===== config.mk =====
export PLATFORM = sky130hd
export DESIGN_NAME = measurement_unit
export DESIGN_NICKNAME = d
export VERILOG_FILES = /design/src/rtl/measurement_unit.sv
export SDC_FILE = /design/constraint.sdc
export NUM_CORES = 2
export LEC_CHECK = 0
export CORE_UTILIZATION = 60
export DETAILED_ROUTE_END_ITERATION = 8
export PLACE_DENSITY = 0.86
export SLEW_MARGIN = 10
export SYNTH_ARGS = -nofsm -noshare
export SYNTH_HDL_FRONTEND = slang
export SYNTH_SLANG_ARGS = --single-unit

===== constraint.sdc =====
create_clock -name clk -period 16.8 [get_ports clk]
set_input_delay 2.52 -clock clk [delete_from_list [all_inputs] [get_ports clk]]
set_output_delay 2.52 -clock clk [all_outputs]
set_load 0.01 [all_outputs]

===== src/rtl/measurement_unit.sv =====
// measurement_unit
//   Readout stage behind the quantum engine. It sweeps the final state vector
//   through the state BRAM read port and forms |amp|^2 for each basis state.
//   It samples one basis state by comparing the running CDF against a random
//   threshold T, and it reports the total norm with a drift flag.
//
// Ports:
//   clk, rst      clock, synchronous active-high reset
//   start         single-cycle measurement request (honoured in IDLE only)
//   rand_in       16-bit unsigned fraction used as threshold T
//   rd_en/rd_addr BRAM read port; rd_data arrives one cycle after rd_en
//   rd_data       {re[31:16], im[15:0]}, signed Q2.14
//   busy          high from the cycle after start until meas_valid, inclusive
//   meas_valid    one-cycle result strobe; results hold until the next start
//   meas_outcome  measured basis index
//   meas_prob     probability of meas_outcome, Q4.28
//   norm_total    sum of all probabilities, Q.28
//   norm_err      |norm_total - 2^28| > NORM_TOL
//
// Build option: define MEAS_LFSR_EN to take T from an internal 16-bit LFSR
// (x^16+x^14+x^13+x^11+1, seed 16'hACE1) instead of rand_in.
module measurement_unit #(
    parameter int ADDR_WIDTH = 10,
    parameter int N_QUBITS   = 4,
    parameter int ACC_WIDTH  = 40,
    parameter int NORM_TOL   = 262144
) (
    input  logic                  clk,
    input  logic                  rst,
    input  logic                  start,
    input  logic [15:0]           rand_in,
    output logic                  rd_en,
    output logic [ADDR_WIDTH-1:0] rd_addr,
    input  logic [31:0]           rd_data,
    output logic                  busy,
    output logic                  meas_valid,
    output logic [ADDR_WIDTH-1:0] meas_outcome,
    output logic [31:0]           meas_prob,
    output logic [ACC_WIDTH-1:0]  norm_total,
    output logic                  norm_err
);

    localparam logic [ACC_WIDTH-1:0] ONE_Q28 = ACC_WIDTH'(64'd1 << 28);

    typedef enum logic [1:0] {S_IDLE, S_SWEEP, S_DRAIN, S_DONE} state_t;

    state_t                state, state_nxt;
    logic [N_QUBITS-1:0]   cnt;
    logic                  accept;

    logic                  vld_p0, vld_p1;
    logic [N_QUBITS-1:0]   idx_p0, idx_p1;
    logic [31:0]           p_p1;

    logic [ACC_WIDTH-1:0]  acc, acc_nxt, thr;
    logic                  found, hit;
    logic [N_QUBITS-1:0]   hit_idx, last_nz;
    logic [31:0]           hit_p, last_p;

    // |re|^2 + |im|^2. Each signed square is non-negative and fits in 31 bits,
    // so the sum fits in 33 bits; legal amplitudes stay within 32.
    function automatic logic [31:0] sq_mag(input logic [31:0] d);
        logic signed [15:0] re, im;
        logic signed [31:0] rr, ii;
        logic [32:0]        s;
        re = d[31:16];
        im = d[15:0];
        rr = re * re;
        ii = im * im;
        s  = {1'b0, rr} + {1'b0, ii};
        return s[31:0];
    endfunction

    // Full-width distance of the norm from 1.0 (Q.28).
    function automatic logic norm_off(input logic [ACC_WIDTH-1:0] a);
        logic [ACC_WIDTH-1:0] d;
        d = (a >= ONE_Q28) ? (a - ONE_Q28) : (ONE_Q28 - a);
        return d > ACC_WIDTH'(NORM_TOL);
    endfunction

    assign accept  = (state == S_IDLE) && start;
    assign acc_nxt = acc + ACC_WIDTH'(p_p1);
    assign hit     = vld_p1 && !found && (acc_nxt > thr);

`ifdef MEAS_LFSR_EN
    logic [15:0] lfsr;
    logic        unused_rand;
    assign unused_rand = ^rand_in;
`endif

    always_ff @(posedge clk) begin
        if (rst) state <= S_IDLE;
        else     state <= state_nxt;
    end

    always_comb begin
        state_nxt = state;
        rd_en     = 1'b0;
        rd_addr   = '0;
        case (state)
            S_IDLE:  if (start) state_nxt = S_SWEEP;
            S_SWEEP: begin
                rd_en   = 1'b1;
                rd_addr = ADDR_WIDTH'(cnt);
                if (cnt == '1) state_nxt = S_DRAIN;
            end
            // cnt wraps to 0 on entry, so bit 0 marks the second drain cycle.
            S_DRAIN: if (cnt[0]) state_nxt = S_DONE;
            S_DONE:  state_nxt = S_IDLE;
            default: state_nxt = S_IDLE;
        endcase
    end

    always_ff @(posedge clk) begin
        if (rst)                                       cnt <= '0;
        else if (accept)                               cnt <= '0;
        else if (state == S_SWEEP || state == S_DRAIN) cnt <= cnt + 1'b1;
    end

    // Stage 0 -> 1: BRAM data arrives one cycle after the address.
    always_ff @(posedge clk) begin
        if (rst) begin
            vld_p0 <= 1'b0;
            vld_p1 <= 1'b0;
        end else begin
            vld_p0 <= rd_en;
            vld_p1 <= vld_p0;
        end
    end

    always_ff @(posedge clk) begin
        idx_p0 <= cnt;
        idx_p1 <= idx_p0;
        p_p1   <= sq_mag(rd_data);
    end

    // Stage 2: accumulate the CDF and track the first crossing and last non-zero.
    always_ff @(posedge clk) begin
        if (accept) begin
`ifdef MEAS_LFSR_EN
            thr <= ACC_WIDTH'({lfsr, 12'b0});
`else
            thr <= ACC_WIDTH'({rand_in, 12'b0});
`endif
            acc     <= '0;
            hit_idx <= '0;
            hit_p   <= '0;
            last_nz <= '0;
            last_p  <= '0;
        end else if (vld_p1) begin
            acc <= acc_nxt;
            if (hit) begin
                hit_idx <= idx_p1;
                hit_p   <= p_p1;
            end
            if (p_p1 != '0) begin
                last_nz <= idx_p1;
                last_p  <= p_p1;
            end
        end
    end

    always_ff @(posedge clk) begin
        if (rst) begin
            found        <= 1'b0;
            busy         <= 1'b0;
            meas_valid   <= 1'b0;
            meas_outcome <= '0;
            meas_prob    <= '0;
            norm_total   <= '0;
            norm_err     <= 1'b0;
`ifdef MEAS_LFSR_EN
            lfsr         <= 16'hACE1;
`endif
        end else begin
            meas_valid <= 1'b0;
            if (accept) begin
                found        <= 1'b0;
                busy         <= 1'b1;
                meas_outcome <= '0;
                meas_prob    <= '0;
                norm_total   <= '0;
                norm_err     <= 1'b0;
`ifdef MEAS_LFSR_EN
                lfsr         <= {lfsr[0] ^ lfsr[2] ^ lfsr[3] ^ lfsr[5], lfsr[15:1]};
`endif
            end else begin
                if (hit) found <= 1'b1;
                if (meas_valid) busy <= 1'b0;
                // Rounding can leave the CDF just below T; fall back to the
                // last non-zero state so a result is always produced.
                if (state == S_DONE) begin
                    meas_valid   <= 1'b1;
                    meas_outcome <= ADDR_WIDTH'(found ? hit_idx : last_nz);
                    meas_prob    <= found ? hit_p : last_p;
                    norm_total   <= acc;
                    norm_err     <= norm_off(acc);
                end
            end
        end
    end

endmodule


# Word level (Yosys, flattened, before mapping)
# Cells that the tools add are included.
dict set report classes {
  n_addsub 5
  multipliers 2
  n_lt_le_gt_ge 3
  eq_ne 7
  muxes 12
  reduce_logical 12
}
# cell n
set ops {}
lappend ops {{multiplier 16 x 16 -> 32 bit} 2}
lappend ops {{adder 40 x 32 -> 40 bit} 1}
lappend ops {{greater-or-equal comparator 40 x 29 -> 1 bit, second input constant} 1}
lappend ops {{greater-than comparator 40 x 19 -> 1 bit, second input constant} 1}
lappend ops {{greater-than comparator 40 x 28 -> 1 bit} 1}
lappend ops {{two-way mux 40 bit} 1}
lappend ops {{subtractor 29 x 40 -> 40 bit, first input constant} 1}
lappend ops {{subtractor 40 x 29 -> 40 bit, second input constant} 1}
lappend ops {{adder 32 bit} 1}
lappend ops {{two-way mux 32 bit} 1}
lappend ops {{nonzero test 32 bit} 1}
lappend ops {{two-way mux 4 bit} 2}
lappend ops {{case mux 2 bit (4 select lines)} 1}
lappend ops {{two-way mux 2 bit} 3}
lappend ops {{!= test 2 bit, second input constant} 3}
lappend ops {{adder 4 x 1 -> 4 bit, second input constant} 1}
lappend ops {{== test 2 bit, second input constant} 2}
lappend ops {{== test 4 bit, second input constant} 1}
lappend ops {{two-way mux 1 bit} 4}
lappend ops {{AND reduction 2 bit} 2}
lappend ops {{logical AND 1 bit} 3}
lappend ops {{AND reduction 3 bit} 1}
lappend ops {{== test 2 x 1 -> 1 bit, second input constant} 1}
lappend ops {{logical NOT 2 bit} 1}
lappend ops {{4 further kinds} 4}
dict set report word_totals {
  ff_bits 262
  input_bits 51
  output_inout_bits 96
}

# Depth between registers and ports, before layout
dict set report depth {
  ltp_word 4
  mapped_depth 29
}

# Worst setup path after synthesis
# No wires, ideal clock.
dict set report synth_timing {
  path_kind {input -> register}
  start {in rd_data[4]}
  end {reg p_p1[31]}
  setup_ns 0.072
  arrival_ns 9.612
  required_ns 16.728
  path_slack_ns 7.116
  stages 27
  cell_sequence {clkbuf_1 -> clkbuf_1 -> nand2_1 -> fa_1 -> fa_1 -> inv_1 -> ha_1 -> inv_1 -> fa_1 -> fa_1 -> inv_1 -> fa_1 -> inv_1 -> fa_1 -> inv_1 -> fa_1 -> ha_1 -> o21a_1 -> a2111oi_0 -> o21ai_0 -> a2111oi_0 -> o211ai_1 -> nand2_1 -> o2111ai_1 -> a31o_2 -> a21oi_1 -> xnor2_1}
}
dict set report synth_via {
  elab_chain_cells 2
}
# element line
set synth_rtl {}
lappend synth_rtl {{start: declaration} 34} ;# input logic [31:0] rd_data,
lappend synth_rtl {{multiplier 16 x 16 -> 32 bit} 69} ;# ii = im * im;
lappend synth_rtl {{adder 32 bit} 70} ;# s = {1'b0, rr} + {1'b0, ii};
lappend synth_rtl {{end signal: assignment} 134} ;# p_p1 <= sq_mag(rd_data);
lappend synth_rtl {{end: declaration} 53} ;# logic [31:0] p_p1;
# No other way between the ends.
# A chain may end at the register's enable or synchronous reset.

# Worst setup path after layout
dict set report layout_timing {
  start {in rd_data[1]}
  end {reg p_p1[31]}
}
# The elaborated chain is that of the path after synthesis.

==> flow_summary.toml <==
[outcome]
status = "completed"

[floorplan]
ioPinCount = 147
die_h_um = 226
die-area_um2 = 50900
core_region_area_um2 = 49200
die-width_um = 226
start_util = 0.610
row_count = 81

[routing]
num_vias = 21783
wl_um = 72000
wl_per_cell_um = 18.3
detail-route-antenna-nets = 0
drc_errors = 0
drt_iter0_drc = 1715
viasPerCell = 5.52
drt_first_pass_iters = 6

[sta]
final-hold-violation-count = 0
max-slew-margin-rel = 0.246
grt_setup_unrepaired = "false"
maxSlewViolCount = 0
worstMarginPinSlew_ns = 1.13
finalCriticalPeriod_ns = 10.31
fin_crit_sh = 0.614
setup_viol = 0
setup_tns_ns = 0
setup_ws_ns = 6.49
clock.fmax_ghz = 0.0970
fin_skew_ns = 0.0206

[clocking]
root_buffer = "clkbuf_16"
cts_max_level = 1
cts-resized-gates = 0
cts_buffer_depth = 3
cts_inserted_buffers = 23
tritoncts = "done"
clock_latency_ns = 0.54
cts_sinks = 256
post-cts-setup-buffers = 0
ctsHoldBuffers = 0
clk_pin_slew_worst_paths_ns = 0.07

[global_route]
grt_max_degree = 84
track_usage = 0.299
antenna_found_initial = 0
grt_pass1_vias = 22979
grt_pass1_wl_um = 120000
overflow = 0

[critical_path]
worst_ep_arrival_time_ns = 10.73
end_kind = "register"
crit_fanout = 18
crit_required_ns = 17.22
critPathKind = "in2reg"
start_kind = "input port"

[logic_synthesis]
synth_edf_count = 16
async_flop_share = 0
synth_cell_types = 78
ys_warn_count = 0
synth_area_um2 = 30000
synth-main-ff-cell = "dfxtp_1"
syn_avg_cell_area_um2 = 9.33
synth_seq_cells = 256
netlist_instances = 3217
ys_seq_area_frac = 0.176

[final_layout]
final_cell_mix = "inv_1 (714), fa_1 (521), nor2_1 (258)"
fillers = 3800
antenna_cells = 0
syn_to_final_growth_pct = 8.33
fin_util = 0.661
finalNetCount = 4041
final_common_cell = "inv_1"
layout-drive-gt1-share = 0.0232

[job]
drv_cap = 0

[placement]
place_hpwl_um = 59300
io_buffers = 134
place_ws_ns = 6.00
routabilityCongestion = 0.974

[hold_path]
min_path_type = "reg2reg"
[cell type report]
type / count / area (um^2) / share of cell area
multi-input combinational: 2121 / 21500 / 0.662
sequential: 256 / 5290 / 0.163
inverter: 717 / 2690 / 0.0828
timing repair buffer: 148 / 1450 / 0.0445
tap: 664 / 831 / 0.0256
clock buffer: 34 / 677 / 0.0208
clock inverter: 5 / 43.8 / 0.00135
[worst max-delay path, stage by stage]
cell and delay (ns):
clkdlybuf4s50_1 0.94, inv_1 0.33, nor2_1 0.22, inv_1 0.07
fa_1 0.46, fa_1 0.54, inv_1 0.05, fa_1 0.50
inv_1 0.05, fa_1 0.53, inv_1 0.05, fa_1 0.49
fa_1 0.44, fa_1 0.52, inv_1 0.06, fa_1 0.47
inv_1 0.04, ha_1 0.22, a2111oi_0 0.46, o21ai_0 0.20
a2111oi_0 0.43, buf_4 0.22, o211ai_1 0.13, nand2_1 0.10
o2111ai_1 0.16, a31o_2 0.26, a21oi_1 0.18, xnor2_1 0.08
[Yosys cell counts (21+ instances only)]
master / n / area, um^2
nand3_1: 28 / 140
ha_1: 202 / 2530
a21oi_1: 71 / 355
mux2i_1: 172 / 1720
nor2b_1: 21 / 131
a21o_1: 39 / 293
a211oi_1: 47 / 353
fa_1: 521 / 10400
o21ai_0: 37 / 185
nor3_1: 30 / 150
o21a_1: 25 / 188
nor2_1: 258 / 968
inv_1: 715 / 2680
xor2_1: 24 / 210
dfxtp_1: 240 / 4800
xnor2_1: 76 / 666
and2_1: 94 / 588
nand2_1: 251 / 942
clkbuf_1: 105 / 394
[registers in the layout (all words and copies together), names as in the netlist]
name,cells
idx_p1,4
idx_p0,4
last_nz,4
state,2
hit_idx,4
norm_total,40
norm_err,1
meas_valid,1
cnt,4
vld_p0,1
vld_p1,1
acc,40
busy,1
hit_p,32
last_p,32
thr,16
meas_prob,32
meas_outcome,4
found,1
p_p1,32
[through the flow]
step / hold slack, ns / instances / area, um^2
CTS: 0.328 / 3945 / 32500
global placement: 0.311 / 3906 / 31800
finish: 0.328 / 3945 / 32500
floorplan: 0.310 / 3228 / 30000
global route: 0.332 / 3945 / 32500
detailed placement: 0.312 / 3906 / 31800
[worst paths after layout]
| kind | start | end | slack, ns | cells after the start |
|---|---|---|---|---|
| min reg2reg | idx_p0[2]$_DFF_P_ | idx_p1[2]$_DFF_P_ | 0.33 | 0 |
| max | rd_data[1] | p_p1[31]$_DFF_P_ | 6.49 | 28 |
| min | idx_p0[2]$_DFF_P_ | idx_p1[2]$_DFF_P_ | 0.33 | 0 |
| max reg2reg | p_p1[6]$_DFF_P_ | hit_idx[2]$_SDFFE_PP0P_ | 10.33 | 21 |
[cell families after synthesis]
logic type,count (synthesis),synth area share
multiplexers,174,0.0581
AO/OA/AOI/OAI,318,0.0728
XOR/XNOR,100,0.0292
AND/OR/NAND/NOR,794,0.122
other,1,0.000125
flip-flops,256,0.176
buffers and inverters,851,0.109
adder cells (fa/ha/maj),723,0.432
[layer usage]
layer	global-route usage	up-vias	wire length, um
li1	-	10064	-
met1	0.402	10772	30300
met2	0.501	799	34400
met3	0.0412	148	4990
met4	0.0933	0	2350
met5	0	-	0
Power is not shown: default switching activity piles up to over one toggle a cycle in this logic, so the estimate is an artifact.
